<file path="config.mk">
export PLATFORM = sky130hd
export DESIGN_NAME = ysyx_25060166_ifetch
export DESIGN_NICKNAME = d
export VERILOG_FILES = /design/src/rtl/ysyx_25060166_ifetch.sv
export SDC_FILE = /design/constraint.sdc
export NUM_CORES = 1
export LEC_CHECK = 0
export ABC_AREA = 1
export CORE_UTILIZATION = 40
export CTS_CLUSTER_SIZE = 25
export DETAILED_ROUTE_END_ITERATION = 12
export PLACE_DENSITY = 0.79
export SLEW_MARGIN = 20
export SYNTH_ARGS = -nofsm -noshare
export SYNTH_HDL_FRONTEND = slang
export SYNTH_SLANG_ARGS = --single-unit
</file>
<file path="constraint.sdc">
create_clock -name clk -period 1.4 [get_ports clk]
set_input_delay 0.28 -clock clk [delete_from_list [all_inputs] [get_ports clk]]
set_output_delay 0.28 -clock clk [all_outputs]
set_load 0.02 [all_outputs]
</file>
<file path="src/rtl/ysyx_25060166_ifetch.sv">
// Multi-cycle instruction fetch: one memory read per PC, result held for the IDU under valid/ready.
// Optional YSYX_25060166_IFETCH_MISALIGN_EN: misaligned PCs skip memory and report out_misalign_o.
`ifndef ysyx_25060166_WIDTH
`define ysyx_25060166_WIDTH 32
`endif

module ysyx_25060166_ifetch #(
  parameter int WIDTH = `ysyx_25060166_WIDTH
) (
  input  logic             clk,
  input  logic             reset,
  input  logic [WIDTH-1:0] pc_i,
  input  logic             flush_i,
  output logic             pc_advance_o,
  output logic             mem_req_valid_o,
  input  logic             mem_req_ready_i,
  output logic [WIDTH-1:0] mem_req_addr_o,
  input  logic             mem_rsp_valid_i,
  input  logic [31:0]      mem_rsp_data_i,
  input  logic             mem_rsp_err_i,
  output logic             out_valid_o,
  input  logic             out_ready_i,
  output logic [31:0]      out_inst_o,
  output logic [WIDTH-1:0] out_pc_o,
  output logic             out_acc_fault_o,
  output logic             out_misalign_o
);

  typedef enum logic [1:0] {REQ, WAIT, HOLD, DRAIN} state_t;

  state_t           state;
  logic [WIDTH-1:0] pc_q;
  logic [31:0]      inst_q;
  logic             fault_q;
  logic             valid_q;
  logic             misalign;

`ifdef YSYX_25060166_IFETCH_MISALIGN_EN
  logic misalign_q;
  assign misalign       = |pc_i[1:0];
  assign out_misalign_o = misalign_q && !reset;
`else
  assign misalign       = 1'b0;
  assign out_misalign_o = 1'b0;
`endif

  // Outputs are forced low while reset is asserted, before the registers clear.
  assign mem_req_valid_o = (state == REQ) && !reset && !flush_i && !misalign;
  assign mem_req_addr_o  = reset ? '0 : pc_i;
  assign out_valid_o     = valid_q && !reset;
  assign out_inst_o      = reset ? '0 : inst_q;
  assign out_pc_o        = reset ? '0 : pc_q;
  assign out_acc_fault_o = fault_q && !reset;
  assign pc_advance_o    = out_valid_o && out_ready_i && !flush_i;

  always_ff @(posedge clk) begin
    if (reset) begin
      state   <= REQ;
      pc_q    <= '0;
      inst_q  <= '0;
      fault_q <= 1'b0;
      valid_q <= 1'b0;
`ifdef YSYX_25060166_IFETCH_MISALIGN_EN
      misalign_q <= 1'b0;
`endif
    end else begin
      case (state)
        REQ: begin
          if (!flush_i) begin
            if (misalign) begin
`ifdef YSYX_25060166_IFETCH_MISALIGN_EN
              pc_q       <= pc_i;
              inst_q     <= '0;
              fault_q    <= 1'b0;
              misalign_q <= 1'b1;
              valid_q    <= 1'b1;
              state      <= HOLD;
`endif
            end else if (mem_req_ready_i) begin
              pc_q  <= pc_i;
              state <= WAIT;
            end
          end
        end
        WAIT: begin
          if (mem_rsp_valid_i) begin
            if (flush_i) begin
              state <= REQ;
            end else begin
              inst_q  <= mem_rsp_err_i ? 32'h0 : mem_rsp_data_i;
              fault_q <= mem_rsp_err_i;
              valid_q <= 1'b1;
`ifdef YSYX_25060166_IFETCH_MISALIGN_EN
              misalign_q <= 1'b0;
`endif
              state   <= HOLD;
            end
          end else if (flush_i) begin
            state <= DRAIN;
          end
        end
        // The orphaned response still has to come back before a new request goes out.
        DRAIN: begin
          if (mem_rsp_valid_i) state <= REQ;
        end
        HOLD: begin
          if (flush_i || out_ready_i) begin
            valid_q <= 1'b0;
            state   <= REQ;
          end
        end
        default: state <= REQ;
      endcase
    end
  end

endmodule

</file>
==> run metrics <==
flop2flop setup slack 0.09 ns; Max Fclk 724 MHz; Mapped Nets 572; 1st-iter DRT viols 94; Setup crit end mem_req_addr_o[20]; min Tclk post-route ~1.4 ns; RSZ-0062 raised after global routing true; CP peak stage delay 0.49 ns; FF/Latch Area 1360 um^2; initial antenna violation count 0; number of global-route vias before repair between 3k and 4k; die width 93.3 um; Final Cell Area 5210 um^2; FILL cells 700; clock latency on the worst-skew pair 0.33 ns; fin crit share 98.7%; Synth cell types 21; Worst-path clk slew 0.07 ns; IO buf count 170; crit path max fanout 2; Antenna Cells 0; critical path cell sequence clkdlybuf4s50_1 > inv_1 > nor2_1 > buf_4; CTS root buf clkbuf_8; switching pwr 1.57 mW; multi-input logic area 1400 um^2; clk_skew 0.00681 ns; worst-case clock buffer depth 2; met3 WL post-DR 690 um; H-tree depth 3; first-pass GRT wire length 15100 um; Synth Register Bits 68; most numerous cell in the Yosys netlist nor2_1; status completed; pin count of the biggest net entering global routing 58; Die Y 93.3 um; final net count 772; startpoint types input port; YS warnings 0; part of the power in registers 43.0%; CP arrival roughly 1.1 ns; via/cell ratio 4.48; most instantiated cells after synthesis 107 x nor2_1, 104 x inv_1, 78 x nand2_1, 68 x dfxtp_1, 34 x a21oi_1; layout cells sized above 1 between 20% and 30%; Clock Power Share 27.9%; sequential share of the synthesized area 40.9%; Worst Setup SP pc_i[20]; row cnt 32; dpl ws -0.504 ns; Worst R2R End pc_q[1]; Routed Antenna Nets 0; GR Util All Layers 21.9%; cell count of the worst reg-to-reg path 6; HPWL after DPL a little under 7000 um; Crit-path slowest cell clkdlybuf4s50_1; Top Metal Used met4; Worst EP required 1.12 ns; Slew Limit Fails 0; Clock Sinks 68; DRC viols 0; leakage power 2.55 nW; Comb power frac 29.1%; final hold slack 0.428 ns; post-synth top area share 40.9%; hold depth 5; first-pass iteration count of the detailed router 4; final hold violations 0; area grow syn2layout 56.3%; core outline area 7890 um^2; max cap viols 0; WL/cell 12.0 um; CTS Buf Count 9; WS Path Type input port to primary output; maximum VDD drop 0.420 mV; via count 3619; Hold Path Class input port to register; M1 WL roughly 4000 um; post-synthesis cell count 501; placed cell area 5450 um^2; total wire length between 9000 and 10000 um; worst reg2reg startpoint state[0]; Initial Utilization 42.2%; Int Power 3.47 mW; DR WL met2 4900 um; Post-synth top flop dfxtp_1; Yosys top cell by area dfxtp_1; ys async rst share 0%; EDFF count, synth 0; Worst Setup End Kind primary output; Total Die Area 8700 um^2; # IOs 172; final worst slack around 0.018 ns; gpl congestion 0.855; CTS tree yes; Avg Inst Size Synth 6.65 um^2; largest cells by area after synthesis dfxtp_1 41%, nor2_1 12%, inv_1 12%; gr ovfl total 0; Synth Cell Area 3330 um^2; Sw Ratio 31.2%; setup violators final 0; Pwr per Cell Area 969 nW/um^2
how the worst min path moves through the flow:
stage | start | to | slack [ns]
2_1_floorplan | pc_q[25] | pc_q[25] | 0.43
3_3_place_gp | pc_q[31] | pc_q[31] | 0.44
3_5_place_dp | pc_q[2] | pc_q[2] | 0.44
4_1_cts | pc_q[2] | pc_q[2] | 0.45
5_1_grt | pc_q[14] | pc_q[14] | 0.47
6_report | flush_i | valid_q | 0.43
cell families after synthesis:
group                  count (synthesis)  share of synthesized area, %
and+or+nand+nor                      195                          22.9
DFF                                   68                          40.9
buffers and inverters                137                          17.6
other                                  1                         0.113
AOI/OAI and AO/OA                    100                          18.5
per-layer routing:
layer / GRT usage [%] / vias up
met4: 8.21 / 0
met2: 38.7 / 132
met5: 0 / -
met3: 5.53 / 9
met1: 25.3 / 1597
li1: - / 1881
placed cells by master, fill, tap and decap left out, drive strengths merged, types with 2 or more instances in the layout:
master / n
inv: 106
dfxtp: 68
clkbuf: 39
nor2: 109
buf: 119
a21oi: 35
nand3: 3
clkdlybuf4s50: 68
nand2: 82
clkdlybuf4s15: 5
clkinv: 2
o21ai: 65
final cells by class:
| cell class | count | area share, % |
|---|---|---|
| repair buffers | 220 | 33.5 |
| multi-input cells | 296 | 26.9 |
| flip-flops and latches | 68 | 26.2 |
| inverters | 106 | 7.64 |
| clock buffers | 13 | 3.05 |
| well taps | 102 | 2.45 |
| clock inverters | 2 | 0.192 |
per-stage QoR:
step	instances	TNS, ns	util [%]	power, mW
after floorplan	501	0	-	3.02
after global placement	791	-43.55	69.1	3.72
after detailed placement	791	-46.76	69.1	3.77
after CTS	806	-0.0577	69.2	5.09
after global routing	807	-0.000396	66.0	5.31
final	807	0	66.0	5.04
registers in the layout (all words and copies together), names as in the netlist:
register,flops
inst_q,32
pc_q,32
state,2
fault_q,1
valid_q,1
what timing repair did:
action                                 CTS  global route
setup endpoints to repair              100            92
resized for setup                      294            89
cloned                                   0             1
buffers inserted                         0             0
endpoints found under the hold margin    0             0
hold buffers                             0             0
worst max-delay path, delay by kind of cell:
family | cells | cell delay, ns
buf+inv | 3 | 0.70
simple gates | 1 | 0.12
power groups by stage:
stage          Combinational, mW  Clock (mW)  Sequential (mW)
2_1_floorplan              0.821           0             2.20
3_3_place_gp                1.52           0             2.20
3_5_place_dp                1.57           0             2.21
4_1_cts                     1.48        1.45             2.16
5_1_grt                     1.61        1.52             2.18
6_report                    1.47        1.41             2.17
No activity file was read; power rests on OpenSTA's default activity.
==> variant (config.mk and constraints unchanged) <==
Reset style: asynchronous (`reset`), changed in one clocked block.
--- a/src/rtl/ysyx_25060166_ifetch.sv
+++ b/src/rtl/ysyx_25060166_ifetch.sv
@@ -53,7 +53,7 @@
   assign out_acc_fault_o = fault_q && !reset;
   assign pc_advance_o    = out_valid_o && out_ready_i && !flush_i;
 
-  always_ff @(posedge clk) begin
+  always_ff @(posedge clk or posedge reset) begin
     if (reset) begin
       state   <= REQ;
       pc_q    <= '0;
Function: same outputs for any inputs over 4 cycles, from zero or initial values and one cycle with reset high; that may be too few to reach the edited logic, so the function may still have changed.
==> variant against the original RTL <==
Critical endpoint is now mem_req_valid_o. Sequential cell count unchanged. Total power up 44%. Routed wire length up 9.9%. Clock power about the same. Synthesized cell count up 17%. The flow now finishes with violations (negative setup slack). Count of clock-buffer cells in the layout unchanged. Clock skew about the same. Area after synthesis up 16%. Worst setup slack worse by 0.073 ns. Final area up 10%.
==> variant: results (changes against the original RTL) <==
Max FO, Critical Path = 2 (unchanged)
Setup TNS Final = -0.05426 ns (-0.05426 ns)
Max VDD drop = 0.0006438 V (+53%)
Largest net degree at the start of global routing = 69 (+19%)
Worst setup margin = -0.05426 ns (-0.07268 ns)
Avg WL per Cell = 11.67 µm (-3.1%)
Routed wire length = 10670 µm (+9.9%)
Syn nets = 655 (+15%)
Share of cells above drive strength 1 = 0.2277 (-0.06730)
Antenna Cells = 0 (unchanged)
Power Dens Cells = 1267 mW/mm² (+31%)
Gpl congestion = 0.7764 (-9.2%)
Overall fraction of global-route tracks in use = 0.2197 (+0.0007161)
Failing checks = negative setup slack
Post-Syn Instances = 584 (+17%)
Hold Crit Class = in2async
DP HPWL = 7622 µm (+10%)
Pleak = 3.450 nW (+35%)
Detailed Route Iter0 Violations = 164 (+74%)
Placed cell count = 898 (+14%)
Vias per cell = 4.463 (-0.47%)
Main area contributors after synthesis = dfrtp_1, nand2_1, inv_1
Fill cells = 899 (+28%)
Distinct cells, synth = 15 (-29%)
Nets = 853 (+10%)
CTS max path bufs = 2 (unchanged)
Outcome = finished with violations
Source of the worst register-to-register timing path = state[1]
# setup viols final = 1 (+1)
Crit path DAT = 1.17 ns (+0.07 ns)
Post-DP Area = 0.005971 mm² (+9.6%)
Clk_skew = 0.006522 ns (-0.0002880 ns)
Synth Flop Type = dfrtp_1
Reg2reg setup slack = 0.07 ns (-0.02 ns)
Vias in the first global route = 3862 (+17%)
variant: worst max path at each step:
stage / start / endpoint / depth (start not counted)
4_1_cts: state[1] / mem_req_valid_o / 4
5_1_grt: state[0] / mem_req_valid_o / 4
3_3_place_gp: flush_i / pc_advance_o / 5
6_report: state[0] / mem_req_valid_o / 4
3_5_place_dp: flush_i / pc_advance_o / 5
2_1_floorplan: reset / out_valid_o / 5
variant: worst max-delay path, cell delays in order (launching register included):
cell and delay [ns]:
dfrtp_1 0.42, nor2_4 0.13, nand2_1 0.06, nor2_1 0.09, buf_4 0.15
variant: cell families (layout without fill, tap and decap cells):
family                 Yosys count  after routing  synth area share
AND/OR/NAND/NOR                344            344            0.3708
buffers and inverters          169            371            0.1848
flip-flops                      68             68            0.4408
AO/OA/AOI/OAI                    2              2          0.002593
other                            1              1         0.0009715
variant: cell type report:
| class | count | area share |
|---|---|---|
| sequential | 68 | 0.2966 |
| tap | 129 | 0.02813 |
| multi-input combinational | 347 | 0.2575 |
| timing repair buffer | 221 | 0.2994 |
| clock buffer | 13 | 0.02769 |
| inverter | 135 | 0.08897 |
| clock inverter | 2 | 0.001744 |
variant: per-stage QoR:
| stage | setup WS, ns | hold WS (ns) |
|---|---|---|
| after global placement | -0.4243 | 0.4529 |
| after CTS | -0.08627 | 0.3428 |
| after detailed placement | -0.4450 | 0.4584 |
| after floorplan | -0.8078 | 0.3764 |
| final | -0.05426 | 0.3113 |
| after global routing | -0.1326 | 0.3589 |
variant: metal layers:
layer / track usage / vias up / share of wire
li1: - / 2061 / -
met1: 0.2592 / 1843 / 0.43
met2: 0.3899 / 161 / 0.48
met3: 0.05223 / 19 / 0.070
met4: 0.07692 / 0 / 0.018
met5: 0 / - / 0
variant: timing repair:
action                     in CTS  in global routing
hold endpoints to repair        0                  0
pin swaps                       1                  1
gates resized for setup       336                 74
buffers inserted                0                  2
setup endpoints to repair     133                 71
variant: power by group:
group / total [mW] / switching [mW] / leakage [nW] / internal [mW]
clock: 1.41 / 0.682 / 0.0893 / 0.726
combinational: 2.89 / 1.77 / 2.49 / 1.12
sequential: 2.97 / 0.362 / 0.870 / 2.61
total: 7.27 / 2.81 / 3.45 / 4.46
